===== src/rtl/alu_pkg.sv =====
// +-----------------------------------------------------------------------+
// | alu_pkg : shared widths and R-type function codes for the ALU         |
// | Revision: 1.0                                                         |
// +-----------------------------------------------------------------------+
`default_nettype none

package alu_pkg;

  localparam int NB_DATA = 6;
  localparam int NB_OP   = 6;

  localparam logic [NB_OP-1:0] OP_ADD = 6'b100000;
  localparam logic [NB_OP-1:0] OP_SUB = 6'b100010;
  localparam logic [NB_OP-1:0] OP_AND = 6'b100100;
  localparam logic [NB_OP-1:0] OP_OR  = 6'b100101;
  localparam logic [NB_OP-1:0] OP_XOR = 6'b100110;
  localparam logic [NB_OP-1:0] OP_NOR = 6'b100111;
  localparam logic [NB_OP-1:0] OP_SRL = 6'b000010;
  localparam logic [NB_OP-1:0] OP_SRA = 6'b000011;

endpackage : alu_pkg

`default_nettype wire


===== src/rtl/alu_if.sv =====
// +-----------------------------------------------------------------------+
// | alu_if : operand/function-code bus and registered result of the ALU   |
// | Revision: 1.0                                                         |
// +-----------------------------------------------------------------------+
`default_nettype none

interface alu_if #(
  parameter int NB_DATA = alu_pkg::NB_DATA,
  parameter int NB_OP   = alu_pkg::NB_OP
);

  logic [NB_DATA-1:0] i_A;
  logic [NB_DATA-1:0] i_B;
  logic [NB_OP-1:0]   i_OP;
  logic [NB_DATA-1:0] o_res;

  modport master (output i_A, output i_B, output i_OP, input  o_res);
  modport slave  (input  i_A, input  i_B, input  i_OP, output o_res);

endinterface : alu_if

`default_nettype wire


===== src/rtl/alu_comb.sv =====
// +-----------------------------------------------------------------------+
// | alu_comb : combinational function-code decoder and ALU datapath       |
// | Revision: 1.0                                                         |
// +-----------------------------------------------------------------------+
`default_nettype none

module alu_comb #(
  parameter int NB_DATA = alu_pkg::NB_DATA,
  parameter int NB_OP   = alu_pkg::NB_OP
) (
  input  logic [NB_DATA-1:0] a_i,
  input  logic [NB_DATA-1:0] b_i,
  input  logic [NB_OP-1:0]   op_i,
  output logic [NB_DATA-1:0] res_o
);

  import alu_pkg::*;

  localparam logic [NB_DATA-1:0] SH_LIMIT = NB_DATA'(NB_DATA);

  always_comb begin
    res_o = '0;
    case (op_i)
      OP_ADD: res_o = a_i + b_i;
      OP_SUB: res_o = a_i - b_i;
      OP_AND: res_o = a_i & b_i;
      OP_OR:  res_o = a_i | b_i;
      OP_XOR: res_o = a_i ^ b_i;
      OP_NOR: res_o = ~(a_i | b_i);
      // Oversized shift amounts saturate explicitly rather than relying on
      // shifter behaviour for counts beyond the operand width.
      OP_SRL: res_o = (b_i >= SH_LIMIT) ? '0 : (a_i >> b_i);
      OP_SRA: res_o = (b_i >= SH_LIMIT) ? {NB_DATA{a_i[NB_DATA-1]}}
                                        : NB_DATA'($signed(a_i) >>> b_i);
      default: res_o = '0;
    endcase
  end

endmodule : alu_comb

`default_nettype wire


===== src/rtl/alu_core.sv =====
// +-----------------------------------------------------------------------+
// | alu_core : R-type ALU with a synchronously reset registered result    |
// | Revision: 1.0                                                         |
// +-----------------------------------------------------------------------+
`default_nettype none

module alu_core #(
  parameter int NB_DATA = alu_pkg::NB_DATA,
  parameter int NB_OP   = alu_pkg::NB_OP
) (
  input  logic  clock,
  input  logic  reset,
  alu_if.slave  bus
);

  import alu_pkg::*;

  logic [NB_DATA-1:0] res_d;
  logic [NB_DATA-1:0] res_q;

  alu_comb #(
    .NB_DATA (NB_DATA),
    .NB_OP   (NB_OP)
  ) u_alu_comb (
    .a_i   (bus.i_A),
    .b_i   (bus.i_B),
    .op_i  (bus.i_OP),
    .res_o (res_d)
  );

  always_ff @(posedge clock) begin
    if (reset) begin
      res_q <= '0;
    end else begin
      res_q <= res_d;
    end
  end

  assign bus.o_res = res_q;

endmodule : alu_core

`default_nettype wire


===== src/flat_wrapper.sv =====
// flat-port wrapper written by rule: the top's interface ports become plain ports
module alu_core_flat import alu_pkg::*;
#(
  parameter int NB_DATA = alu_pkg::NB_DATA,
  parameter int NB_OP   = alu_pkg::NB_OP
)
  (clock, reset, bus_i_A, bus_i_B, bus_i_OP, bus_o_res);
  alu_if #(.NB_DATA(NB_DATA), .NB_OP(NB_OP)) bus_i ();
  input  logic clock;
  input  logic reset;
  input wire logic [$bits(bus_i.i_A)-1:0] bus_i_A;
  input wire logic [$bits(bus_i.i_B)-1:0] bus_i_B;
  input wire logic [$bits(bus_i.i_OP)-1:0] bus_i_OP;
  output wire logic [$bits(bus_i.o_res)-1:0] bus_o_res;
  assign bus_i.i_A = bus_i_A;
  assign bus_i.i_B = bus_i_B;
  assign bus_i.i_OP = bus_i_OP;
  assign bus_o_res = bus_i.o_res;
  alu_core #(.NB_DATA(NB_DATA), .NB_OP(NB_OP)) u_core (.clock(clock), .reset(reset), .bus(bus_i));
endmodule

===== config.mk =====
export PLATFORM = sky130hd
export DESIGN_NAME = alu_core_flat
export DESIGN_NICKNAME = d
export VERILOG_FILES = /design/src/rtl/alu_pkg.sv /design/src/rtl/alu_if.sv /design/src/rtl/alu_comb.sv /design/src/rtl/alu_core.sv /design/src/flat_wrapper.sv
export SDC_FILE = /design/constraint.sdc
export NUM_CORES = 1
export LEC_CHECK = 0
export ABC_CLOCK_PERIOD_IN_PS = 4050
export CORE_MARGIN = 10
export CORE_UTILIZATION = 35
export DETAILED_ROUTE_END_ITERATION = 16
export PLACE_DENSITY = 0.62
export SYNTH_ARGS = -nofsm -noshare
export SYNTH_HDL_FRONTEND = slang
export SYNTH_SLANG_ARGS = --single-unit

===== constraint.sdc =====
create_clock -name clock -period 4.05 [get_ports clock]
set_input_delay 0.6075 -clock clock [delete_from_list [all_inputs] [get_ports clock]]
set_output_delay 0.6075 -clock clock [all_outputs]
set_load 0.01 [all_outputs]

==> load_flow_metrics.sql, run 1 <==
INSERT INTO impl_metrics (metric_group, metric, value, unit) VALUES
('outcome', 'run_status', 'finished, final reports clean', ''),
('logic_synthesis', 'dominantRegCellSynth', 'dfxtp_1', ''),
('logic_synthesis', 'post_synth_and_or_nand_nor_area_fraction', '23.1', '%'),
('clocking', 'numClockSinks', '6', ''),
('grt', 'grt_pass1_vias', '1451', ''),
('grt', 'grt_antenna_before_repair', '0', ''),
('floorplanning', 'std_cell_rows', '22', ''),
('power_and_ir_drop', 'leakagePower', '0.686', 'nW'),
('logic_synthesis', 'synthesis.area_per_instance', '7.41', 'sq um'),
('grt', 'track_usage', '11.5', '%'),
('worst_setup_path', 'timing.critical_path.required', '4.15', 'ns'),
('clocking', 'ctsHoldBuffers', '0', ''),
('placed_design', 'hpwl', '3.18', 'mm'),
('placed_design', 'portBuffers', '25', ''),
('floorplanning', 'starting_density', '37.2', '%'),
('logic_synthesis', 'synthesized_netlist_net_count', '228', ''),
('route', 'vias_per_cell', '5.55', ''),
('floorplanning', 'die_h', '83.1', 'um'),
('logic_synthesis', 'synth_enable_flop_cells', '0', ''),
('logic_synthesis', 'synthesis.area', '1390', 'sq um'),
('logic_synthesis', 'synthTopCellsByArea', 'ha_1 17%, dfxtp_1 8.6%, mux2i_1 7.9%', ''),
('timing', 'max_slew.worst_pin.slew', '0.733', 'ns'),
('layout', 'share_of_post_route_cells_with_drive_strength_above_1', '5.74', '%'),
('layout', 'antenna-diode-count', '0', ''),
('route', 'wl_per_cell', '15.7', 'um'),
('layout', 'largest_reg_flops', '6', ''),
('placed_design', 'detailed_place.area', '1650', 'sq um'),
('layout', 'finish.net_count', '251', ''),
('logic_synthesis', 'async_reset_ff_share', '0', '%'),
('logic_synthesis', 'synth_xor_xnor_area_share', '4.40', '%'),
('floorplanning', 'horiz_die_dim', '83.1', 'um'),
('timing', 'final_max_slew_viol_count', '0', ''),
('grt', 'global_route_wire_length_before_repair', '6.95', 'mm'),
('route', 'first_pass_iters', '4', ''),
('worst_hold_path', 'hold_depth', '4', ''),
('logic_synthesis', 'yosys.area.top_type_share', '17.1', '%'),
('route', 'detailroute.via_count', '1427', ''),
('placed_design', 'place_congestion', '0.903', ''),
('clocking', 'number_of_buffers_created_by_cts', '3', ''),
('clocking', 'cts.htree.levels', '1', ''),
('route', 'routed_wl', '4.04', 'mm'),
('worst_setup_path', 'path_max_fanout', '6', ''),
('logic_synthesis', 'postSynthRegisterBits', '6', ''),
('logic_synthesis', 'synth_top_family_by_area', 'compound AO/OA/AOI/OAI gates', ''),
('grt', 'globalRouteOverflowTotal', '0', ''),
('worst_hold_path', 'holdCritStartpoint', 'bus_i_OP[2]', ''),
('logic_synthesis', 'cell_count_after_synthesis', '188', ''),
('clocking', 'cts.repair.resized', '0', ''),
('clocking', 'worst_setup_hold_path_clk_slew', '0.04', 'ns'),
('clocking', 'cts.repair_timing.setup_buffer_count', '0', ''),
('logic_synthesis', 'netlist.top_cell.by_area', 'ha_1', ''),
('worst_setup_path', 'crit_path_end_kind', 'flip-flop', ''),
('logic_synthesis', 'synth.area.mux_share', '9.52', '%'),
('power_and_ir_drop', 'pwr_density_cell', '170', 'nW/um^2'),
('clocking', 'cts_tree', 'yes', ''),
('power_and_ir_drop', 'power.ir.vdd_worst', '0.0705', 'mV'),
('logic_synthesis', 'yosys_warnings', '0', ''),
('floorplanning', 'core_area', '3740', 'sq um'),
('run', 'timing.max_cap.violations', '0', ''),
('worst_hold_path', 'holdCritPathClass', 'in -> reg', ''),
('route', 'drtAntennaViolNets', '0', ''),
('logic_synthesis', 'synth.distinct_cells', '47', ''),
('route', 'initialDrtViolationCount', '95', ''),
('layout', 'area_delta_synth_final', '21.6', '%'),
('timing', 'timing.final.setup_violations', '0', ''),
('timing', 'setup_tns', '0', 'ns'),
('timing', 'maxSlewHeadroom', '50.9', '%'),
('timing', 'achievable-frequency', '290', 'MHz'),
('grt', 'grt_start_max_net_pins', '24', ''),
('clocking', 'root_buffer', 'clkbuf_8', ''),
('route', 'drcViolationCount', '0', '');
==> final cells by class <==
class | count | area (sq um) | share of cell area, %
Sequential cell | 6 | 120 | 7.10
Inverter | 16 | 60.1 | 3.55
Clock buffer | 3 | 41.3 | 2.44
Multi-Input combinational cell | 155 | 1130 | 66.8
Timing Repair Buffer | 29 | 280 | 16.6
Tap cell | 48 | 60.1 | 3.55
==> kinds of logic (layout without fill, tap and decap cells) <==
family,after synthesis,count (layout)
muxes,13,13
DFF,6,6
and+or+nand+nor,62,62
AOI/OAI and AO/OA,53,53
xor gates and xnor gates,7,7
buffers and inverters,27,48
adders and majority gates,20,20
==> power breakdown <==
part | internal (W) | switching [W] | total, W
sequential | 0.0000597 | 0.0000000613 | 0.0000598
combinational | 0.0000635 | 0.0000772 | 0.000141
clock | 0.0000636 | 0.0000234 | 0.0000871
total | 0.000187 | 0.000101 | 0.000288
==> layout by cell type (no fill, tap or decap), types with 2 or more instances in the layout <==
cell type and count:
nor2_1 15, or4_1 2, nand3_1 6, o31ai_1 3, nor3_1 10, o22ai_1 2
a31oi_1 5, mux2i_1 11, xnor2_1 6, mux2_2 2, a211oi_1 6, nand2_1 11
clkbuf_8 3, o21ai_0 12, clkdlybuf4s50_1 25, dfxtp_1 6, a211o_1 2, inv_1 16
o211a_1 2, a21oi_1 8, and3_1 2, ha_1 19, a21o_1 2, o211ai_1 2
a2bb2oi_1 2, nor2b_1 6, buf_4 4, nand3b_1 2, nand2b_1 2
==> metal layers <==
| layer | GRT usage [%] | share of wire (%) |
|---|---|---|
| met1 | 15.5 | 49 |
| met2 | 17.6 | 43 |
| met3 | 2.34 | 5.2 |
| met4 | 3.69 | 2.6 |
| met5 | 0 | 0 |
==> Yosys cell counts, types with 3 or more instances <==
library cell,count
o21ai_0,12
nor2_1,15
clkbuf_1,3
nor2b_1,6
ha_1,19
a21oi_1,8
o31ai_1,3
xnor2_1,6
inv_1,16
buf_6,3
nor3_1,10
mux2i_1,11
a211oi_1,6
nand2_1,11
nand3_1,6
a31oi_1,5
dfxtp_1,6
==> worst max path at each step <==
| stage | startpoint | endpoint | cells past startpoint |
|---|---|---|---|
| floorplan | bus_i_OP[0] | u_core.bus.o_res[5]$_SDFF_PP0_ | 9 |
| global placement | bus_i_OP[5] | u_core.bus.o_res[5]$_SDFF_PP0_ | 10 |
| detailed placement | bus_i_OP[5] | u_core.bus.o_res[5]$_SDFF_PP0_ | 10 |
| CTS | bus_i_OP[5] | u_core.bus.o_res[5]$_SDFF_PP0_ | 10 |
| global route | bus_i_OP[5] | u_core.bus.o_res[5]$_SDFF_PP0_ | 10 |
| finish | bus_i_OP[5] | u_core.bus.o_res[5]$_SDFF_PP0_ | 10 |
==> through the flow <==
| step | cells | setup WS, ns | util, % | hold WS, ns | total power, W |
|---|---|---|---|---|---|
| floorplan | 188 | 1.18 | - | 0.912 | 0.000152 |
| global placement | 254 | 0.572 | 44.1 | 1.35 | 0.000198 |
| detailed placement | 254 | 0.432 | 44.1 | 1.35 | 0.000199 |
| CTS | 257 | 0.650 | 45.2 | 1.31 | 0.000289 |
| global route | 257 | 0.413 | 45.2 | 1.38 | 0.000313 |
| finish | 257 | 0.606 | 45.2 | 1.30 | 0.000288 |
==> worst max-delay path: stages <==
cell and delay [ns]:
clkdlybuf4s50_1 0.55, or4b_1 0.55, nor2_1 0.31, mux2i_1 0.34
ha_1 0.28, nor2b_1 0.14, o31a_1 0.25, o21ai_0 0.29
a211o_1 0.18, nand3_1 0.07
(Power assumes the default switching activity.)
==> inputs of run 2 (changes only) <==
--- a/config.mk
+++ b/config.mk
@@ -5,7 +5,7 @@
 export SDC_FILE = /design/constraint.sdc
 export NUM_CORES = 1
 export LEC_CHECK = 0
-export ABC_CLOCK_PERIOD_IN_PS = 4050
+export ABC_CLOCK_PERIOD_IN_PS = 3900
 export CORE_MARGIN = 10
 export CORE_UTILIZATION = 35
 export DETAILED_ROUTE_END_ITERATION = 16
==> constraint.sdc (replaced) <==
create_clock -name clock -period 3.9 [get_ports clock]
set_input_delay 0.585 -clock clock [delete_from_list [all_inputs] [get_ports clock]]
set_output_delay 0.585 -clock clock [all_outputs]
set_load 0.01 [all_outputs]
==> run 2 against run 1 <==
Against the previous run:
- cell area increased by 0.89%
- sequential power increased by 3.7%
- final cell count increased by 0.78%
- clock power increased by 8.3%
- non-clock buffer count increased by 2
- count of clock-buffer cells in the layout unchanged
- power increased by 4.9%
- critical path depth unchanged
- highest routed layer unchanged
==> load_flow_metrics.sql, run 2 (synthesized netlist as in run 1, its figures left out) <==
INSERT INTO impl_metrics (metric_group, metric, value, unit) VALUES
('clocking', 'number_of_buffers_created_by_cts', '3', ''),
('worst_setup_path', 'cp.buffers_inverters', '1', ''),
('outcome', 'run_status', 'finished, final reports clean', ''),
('route', 'vias_per_cell', '5.53', ''),
('worst_setup_path', 'timing.critical_path.required', '4.01', 'ns'),
('route', 'highest_metal_used', 'met4', ''),
('run', 'timing.max_cap.violations', '0', ''),
('timing', 'max_slew.worst_pin.slew', '0.710', 'ns'),
('placed_design', 'hpwl', '3.19', 'mm'),
('worst_setup_path', 'path_max_fanout', '6', ''),
('worst_setup_path', 'cp_depth', '10', ''),
('grt', 'globalRouteOverflowTotal', '0', ''),
('grt', 'grt_antenna_before_repair', '0', ''),
('floorplanning', 'die_footprint', '6900', 'sq um'),
('layout', 'largest_reg_flops', '6', ''),
('route', 'dr_wl_met3', '208', 'um'),
('worst_setup_path', 'critPathKind', 'in -> reg', ''),
('clocking', 'cts.repair_timing.setup_buffer_count', '0', ''),
('floorplanning', 'starting_density', '37.2', '%'),
('route', 'wl_per_cell', '15.2', 'um'),
('timing', 'finalCriticalPeriod', '3.31', 'ns'),
('placed_design', 'detailed_place.area', '1670', 'sq um'),
('timing', 'achievable-frequency', '302', 'MHz'),
('floorplanning', 'horiz_die_dim', '83.1', 'um'),
('layout', 'post_layout_nonfiller_instances', '259', ''),
('timing', 'timing.final.setup_violations', '0', ''),
('clocking', 'clock_path_buffers', '2', ''),
('layout', 'layout.cells.most_common', 'clkdlybuf4s50_1', ''),
('floorplanning', 'die_h', '83.1', 'um'),
('route', 'detailroute.via_count', '1432', ''),
('floorplanning', 'core_area', '3740', 'sq um'),
('timing', 'grt_setup_unrepaired', 'no', ''),
('timing', 'final_max_slew_viol_count', '0', ''),
('clocking', 'ctsHoldBuffers', '0', ''),
('timing', 'setup_tns', '0', 'ns'),
('worst_hold_path', 'holdCritPathClass', 'in -> reg', ''),
('route', 'routed_wl', '3.93', 'mm'),
('worst_setup_path', 'worst_ep_arrival_time', '3.42', 'ns'),
('power_and_ir_drop', 'leakagePower', '0.695', 'nW'),
('layout', 'antenna-diode-count', '0', ''),
('layout', 'area_of_combinational_cells_with_multiple_inputs', '1130', 'sq um'),
('timing', 'hold_ws', '1.25', 'ns'),
('clocking', 'cts_tree', 'yes', ''),
('worst_setup_path', 'crit_path_start_kind', 'input port', ''),
('grt', 'track_usage', '11.1', '%'),
('route', 'drtAntennaViolNets', '0', ''),
('worst_setup_path', 'cp-endpoint', 'u_core.bus.o_res[5]$_SDFF_PP0_', ''),
('placed_design', 'place_congestion', '0.922', ''),
('clocking', 'numClockSinks', '6', ''),
('grt', 'grt_start_max_net_pins', '24', ''),
('layout', 'finish.net_count', '253', ''),
('worst_setup_path', 'cpMaxStageDelayCell', 'clkdlybuf4s50_1', ''),
('clocking', 'cts.repair.resized', '0', ''),
('clocking', 'cts.htree.levels', '1', ''),
('worst_setup_path', 'critical_path.cell_chain', 'clkdlybuf4s50_1, or4b_1, nor2_1, mux2i_1, ha_1, nor2b_1, o31a_1, o21ai_0, a211o_1, nand3_1', ''),
('route', 'initialDrtViolationCount', '136', ''),
('timing', 'finalCritPeriodShare', '84.9', '%'),
('floorplanning', 'std_cell_rows', '22', ''),
('worst_setup_path', 'crit_path_end_kind', 'flip-flop', ''),
('layout', 'final_design_area_no_fill', '1710', 'sq um'),
('power_and_ir_drop', 'totalPowerFinal', '0.000302', 'W'),
('route', 'drcViolationCount', '0', ''),
('route', 'met2_wl', '1.69', 'mm'),
('placed_design', 'placed_cells_incl_taps', '256', ''),
('route', 'wl_met1', '1.94', 'mm'),
('placed_design', 'portBuffers', '25', ''),
('timing', 'maxSlewHeadroom', '52.4', '%'),
('worst_setup_path', 'cp-startpoint', 'bus_i_OP[5]', ''),
('worst_hold_path', 'hold_depth', '5', ''),
('layout', 'area_delta_synth_final', '22.6', '%'),
('clocking', 'root_buffer', 'clkbuf_8', ''),
('worst_setup_path', 'path_delay_family', 'simple AND/OR/NAND/NOR gates', ''),
('layout', 'sequential_cell_area', '120', 'sq um'),
('grt', 'grt_pass1_vias', '1369', ''),
('layout', 'n_fill_cell', '395', ''),
('worst_setup_path', 'crit_path_max_incr_delay', '0.57', 'ns'),
('floorplanning', 'pin_count', '26', ''),
('layout', 'share_of_post_route_cells_with_drive_strength_above_1', '6.64', '%'),
('power_and_ir_drop', 'power.ir.vdd_worst', '0.0849', 'mV'),
('timing', 'final_report_hold_violation_count', '0', ''),
('power_and_ir_drop', 'pwr_density_cell', '177', 'nW/um^2'),
('grt', 'global_route_wire_length_before_repair', '6.71', 'mm'),
('route', 'first_pass_iters', '4', ''),
('layout', 'layout_common_cells', '25 x clkdlybuf4s50_1, 19 x ha_1, 16 x inv_1', ''),
('clocking', 'worst_setup_hold_path_clk_slew', '0.04', 'ns');
[run 2: cell type report]
type | instances | area share (%)
Tap cell | 48 | 3.52
Timing Repair Buffer | 31 | 17.3
Sequential cell | 6 | 7.03
Inverter | 16 | 3.52
Multi-Input combinational cell | 155 | 66.2
Clock buffer | 3 | 2.42
[run 2: per-layer routing]
layer  up-vias  track usage [%]
li1        737                -
met1       633             15.0
met2        56             17.2
met3         6             1.86
met4         0             3.85
met5         -                0
[run 2: how the worst min path moves through the flow]
stage	startpoint	end	slack, ns
2_1_floorplan	u_core.bus.o_res[0]$_SDFF_PP0_	bus_o_res[0]	0.89
3_3_place_gp	u_core.bus.o_res[5]$_SDFF_PP0_	bus_o_res[5]	1.33
3_5_place_dp	u_core.bus.o_res[1]$_SDFF_PP0_	bus_o_res[1]	1.33
4_1_cts	bus_i_OP[2]	u_core.bus.o_res[5]$_SDFF_PP0_	1.25
5_1_grt	bus_i_OP[2]	u_core.bus.o_res[5]$_SDFF_PP0_	1.33
6_report	bus_i_OP[2]	u_core.bus.o_res[5]$_SDFF_PP0_	1.25
[run 2: report_power, final]
group | switching, W | internal [W]
Clock | 0.0000279 | 0.0000664
Sequential | 0.0000000661 | 0.0000620
Combinational | 0.0000785 | 0.0000668
[run 2: through the flow]
| step | setup WS, ns | utilization [%] |
|---|---|---|
| after floorplan | 1.05 | - |
| after global placement | 0.439 | 44.5 |
| after detailed placement | 0.375 | 44.5 |
| after CTS | 0.600 | 45.6 |
| after global routing | 0.298 | 45.6 |
| final | 0.588 | 45.6 |
==> inputs of run 3 (changes only) <==
--- a/config.mk
+++ b/config.mk
@@ -5,7 +5,7 @@
 export SDC_FILE = /design/constraint.sdc
 export NUM_CORES = 1
 export LEC_CHECK = 0
-export ABC_CLOCK_PERIOD_IN_PS = 3900
+export ABC_CLOCK_PERIOD_IN_PS = 3120
 export CORE_MARGIN = 10
 export CORE_UTILIZATION = 35
 export DETAILED_ROUTE_END_ITERATION = 16
==> constraint.sdc (replaced) <==
create_clock -name clock -period 3.12 [get_ports clock]
set_input_delay 0.468 -clock clock [delete_from_list [all_inputs] [get_ports clock]]
set_output_delay 0.468 -clock clock [all_outputs]
set_load 0.01 [all_outputs]
==> run 3 against run 2 <==
Against the previous run:
- sequential share of layout area decreased by 0.32 points
- worst setup slack got worse by 0.41 ns
- core utilization increased by 2.2 points
- non-clock buffer count increased by 11
- sequential power increased by 25%
- flip-flop and latch count unchanged
- power increased by 28%
- worst hold slack got worse by 0.12 ns
- count of clock-buffer cells in the layout unchanged
- combinational power increased by 37%
- wire length increased by 7.6%
- largest cell class unchanged
- highest routed layer unchanged
==> load_flow_metrics.sql, run 3 (synthesized netlist as in run 1, its figures left out) <==
INSERT INTO impl_metrics (metric_group, metric, value, unit) VALUES
('outcome', 'run_status', 'finished, final reports clean', ''),
('worst_setup_path', 'crit_path_max_incr_delay', '0.56', 'ns'),
('timing', 'timing.final.setup_violations', '0', ''),
('placed_design', 'hpwl', '3.41', 'mm'),
('worst_setup_path', 'crit_path_start_kind', 'input port', ''),
('power_and_ir_drop', 'switchingPower', '0.000132', 'W'),
('run', 'timing.max_cap.violations', '0', ''),
('route', 'wl_per_cell', '15.7', 'um'),
('worst_setup_path', 'timing.critical_path.required', '3.22', 'ns'),
('clocking', 'cts.repair_timing.setup_buffer_count', '0', ''),
('worst_hold_path', 'holdCritPathClass', 'in -> reg', ''),
('timing', 'hold_ws', '1.12', 'ns'),
('clocking', 'number_of_buffers_created_by_cts', '3', ''),
('floorplanning', 'std_cell_rows', '22', ''),
('grt', 'grt_antenna_before_repair', '0', ''),
('grt', 'grt_pass1_vias', '1424', ''),
('grt', 'global_route_wire_length_before_repair', '6.91', 'mm'),
('clocking', 'cts.htree.levels', '1', ''),
('layout', 'n_fill_cell', '391', ''),
('timing', 'final_max_slew_viol_count', '0', ''),
('timing', 'grt_setup_unrepaired', 'no', ''),
('power_and_ir_drop', 'power.ir.vdd_worst', '0.115', 'mV'),
('clocking', 'clock_path_buffers', '2', ''),
('power_and_ir_drop', 'totalPowerFinal', '0.000388', 'W'),
('route', 'drtAntennaViolNets', '0', ''),
('power_and_ir_drop', 'pwr_density_cell', '217', 'nW/um^2'),
('timing', 'finalCritPeriodShare', '94.3', '%'),
('worst_setup_path', 'critical_path.cell_chain', 'clkdlybuf4s50_1, or4b_1, nor2_1, buf_4, nor2_1, xnor2_1, ha_1, o21a_1, o31a_1, o21ai_0, a211o_1, nand3_1', ''),
('timing', 'max_slew.worst_pin.slew', '0.472', 'ns'),
('timing', 'achievable-frequency', '340', 'MHz'),
('route', 'detailroute.via_count', '1456', ''),
('timing', 'finalCriticalPeriod', '2.94', 'ns'),
('power_and_ir_drop', 'cell_internal_pwr', '0.000256', 'W'),
('floorplanning', 'die_h', '83.1', 'um'),
('placed_design', 'place_congestion', '0.905', ''),
('power_and_ir_drop', 'leakagePower', '0.748', 'nW'),
('grt', 'globalRouteOverflowTotal', '0', ''),
('worst_setup_path', 'cp-startpoint', 'bus_i_OP[0]', ''),
('layout', 'share_of_post_route_cells_with_drive_strength_above_1', '11.3', '%'),
('power_and_ir_drop', 'pwr-share-seq', '20.0', '%'),
('worst_setup_path', 'critical_path.most_common_cell', 'nor2_1', ''),
('timing', 'final.setup.worst_slack', '0.178', 'ns'),
('worst_setup_path', 'crit_path_end_kind', 'flip-flop', ''),
('layout', 'finalCoreUtilization', '47.8', '%'),
('power_and_ir_drop', 'combinational_share_of_power', '51.3', '%'),
('worst_setup_path', 'worst_ep_arrival_time', '3.05', 'ns'),
('floorplanning', 'horiz_die_dim', '83.1', 'um'),
('clocking', 'numClockSinks', '6', ''),
('worst_setup_path', 'path_max_fanout', '4', ''),
('route', 'vias_per_cell', '5.39', ''),
('timing', 'final_report_hold_violation_count', '0', ''),
('worst_hold_path', 'holdCritStartpoint', 'reset', ''),
('grt', 'track_usage', '11.6', '%'),
('worst_setup_path', 'cpMaxStageDelayCell', 'or4b_1', ''),
('clocking', 'cts_tree', 'yes', ''),
('floorplanning', 'die_footprint', '6900', 'sq um'),
('grt', 'grt_start_max_net_pins', '24', ''),
('timing', 'setup_tns', '0', 'ns'),
('route', 'initialDrtViolationCount', '75', ''),
('clocking', 'worst_setup_hold_path_clk_slew', '0.03', 'ns'),
('clocking', 'root_buffer', 'clkbuf_8', ''),
('layout', 'area_delta_synth_final', '28.6', '%'),
('route', 'first_pass_iters', '4', ''),
('floorplanning', 'starting_density', '37.2', '%'),
('layout', 'largest_reg_flops', '6', ''),
('route', 'routed_wl', '4.23', 'mm'),
('power_and_ir_drop', 'power_frac_clock', '28.7', '%'),
('power_and_ir_drop', 'switching_share', '34.1', '%'),
('placed_design', 'portBuffers', '25', ''),
('clocking', 'ctsHoldBuffers', '0', ''),
('floorplanning', 'core_area', '3740', 'sq um'),
('worst_setup_path', 'cp.buffers_inverters', '2', ''),
('worst_setup_path', 'critPathKind', 'in -> reg', ''),
('layout', 'finish.net_count', '264', ''),
('placed_design', 'pre_cts_slack', '-0.0218', 'ns'),
('worst_setup_path', 'path_delay_family', 'simple AND/OR/NAND/NOR gates', ''),
('timing', 'maxSlewHeadroom', '68.5', '%'),
('layout', 'antenna-diode-count', '0', ''),
('layout', 'layout.cells.most_common', 'clkdlybuf4s50_1', ''),
('clocking', 'cts.repair.resized', '0', ''),
('floorplanning', 'pin_count', '26', ''),
('route', 'drcViolationCount', '0', ''),
('layout', 'layout_common_cells', '25 x clkdlybuf4s50_1, 19 x ha_1, 17 x buf_4', '');
run 3: worst paths after layout:
| path | endpoint | slack (ns) | cells after the start |
|---|---|---|---|
| setup / recovery | u_core.bus.o_res[5]$_SDFF_PP0_ | 0.18 | 12 |
| hold / removal | u_core.bus.o_res[4]$_SDFF_PP0_ | 1.12 | 5 |
run 3: area by class of cell:
| type | count | area [sq um] | share of cell area [%] |
|---|---|---|---|
| timing repair buffer | 42 | 378 | 21.1 |
| multi-input combinational | 155 | 1130 | 63.2 |
| sequential | 6 | 120 | 6.71 |
| clock buffer | 3 | 41.3 | 2.31 |
| tap | 48 | 60.1 | 3.35 |
| inverter | 16 | 60.1 | 3.35 |
run 3: layer usage:
| metal | GRT usage [%] | part of all wire (%) |
|---|---|---|
| met5 | 0 | 0 |
| met4 | 2.15 | 0.71 |
| met3 | 1.95 | 3.4 |
| met2 | 18.9 | 46 |
| met1 | 15.4 | 49 |
run 3: power by group through the flow:
stage | sequential (W) | clock [W] | combinational [W]
final | 0.0000777 | 0.000111 | 0.000199
after CTS | 0.0000776 | 0.000116 | 0.000197
after detailed placement | 0.0000787 | 0 | 0.000195
after floorplan | 0.0000789 | 0 | 0.000119
after global placement | 0.0000787 | 0 | 0.000195
after global routing | 0.0000776 | 0.000123 | 0.000219
run 3: metrics by stage:
step           std cells  area [sq um]
2_1_floorplan        188          1390
3_3_place_gp         267          1750
3_5_place_dp         267          1750
4_1_cts              270          1790
5_1_grt              270          1790
6_report             270          1790
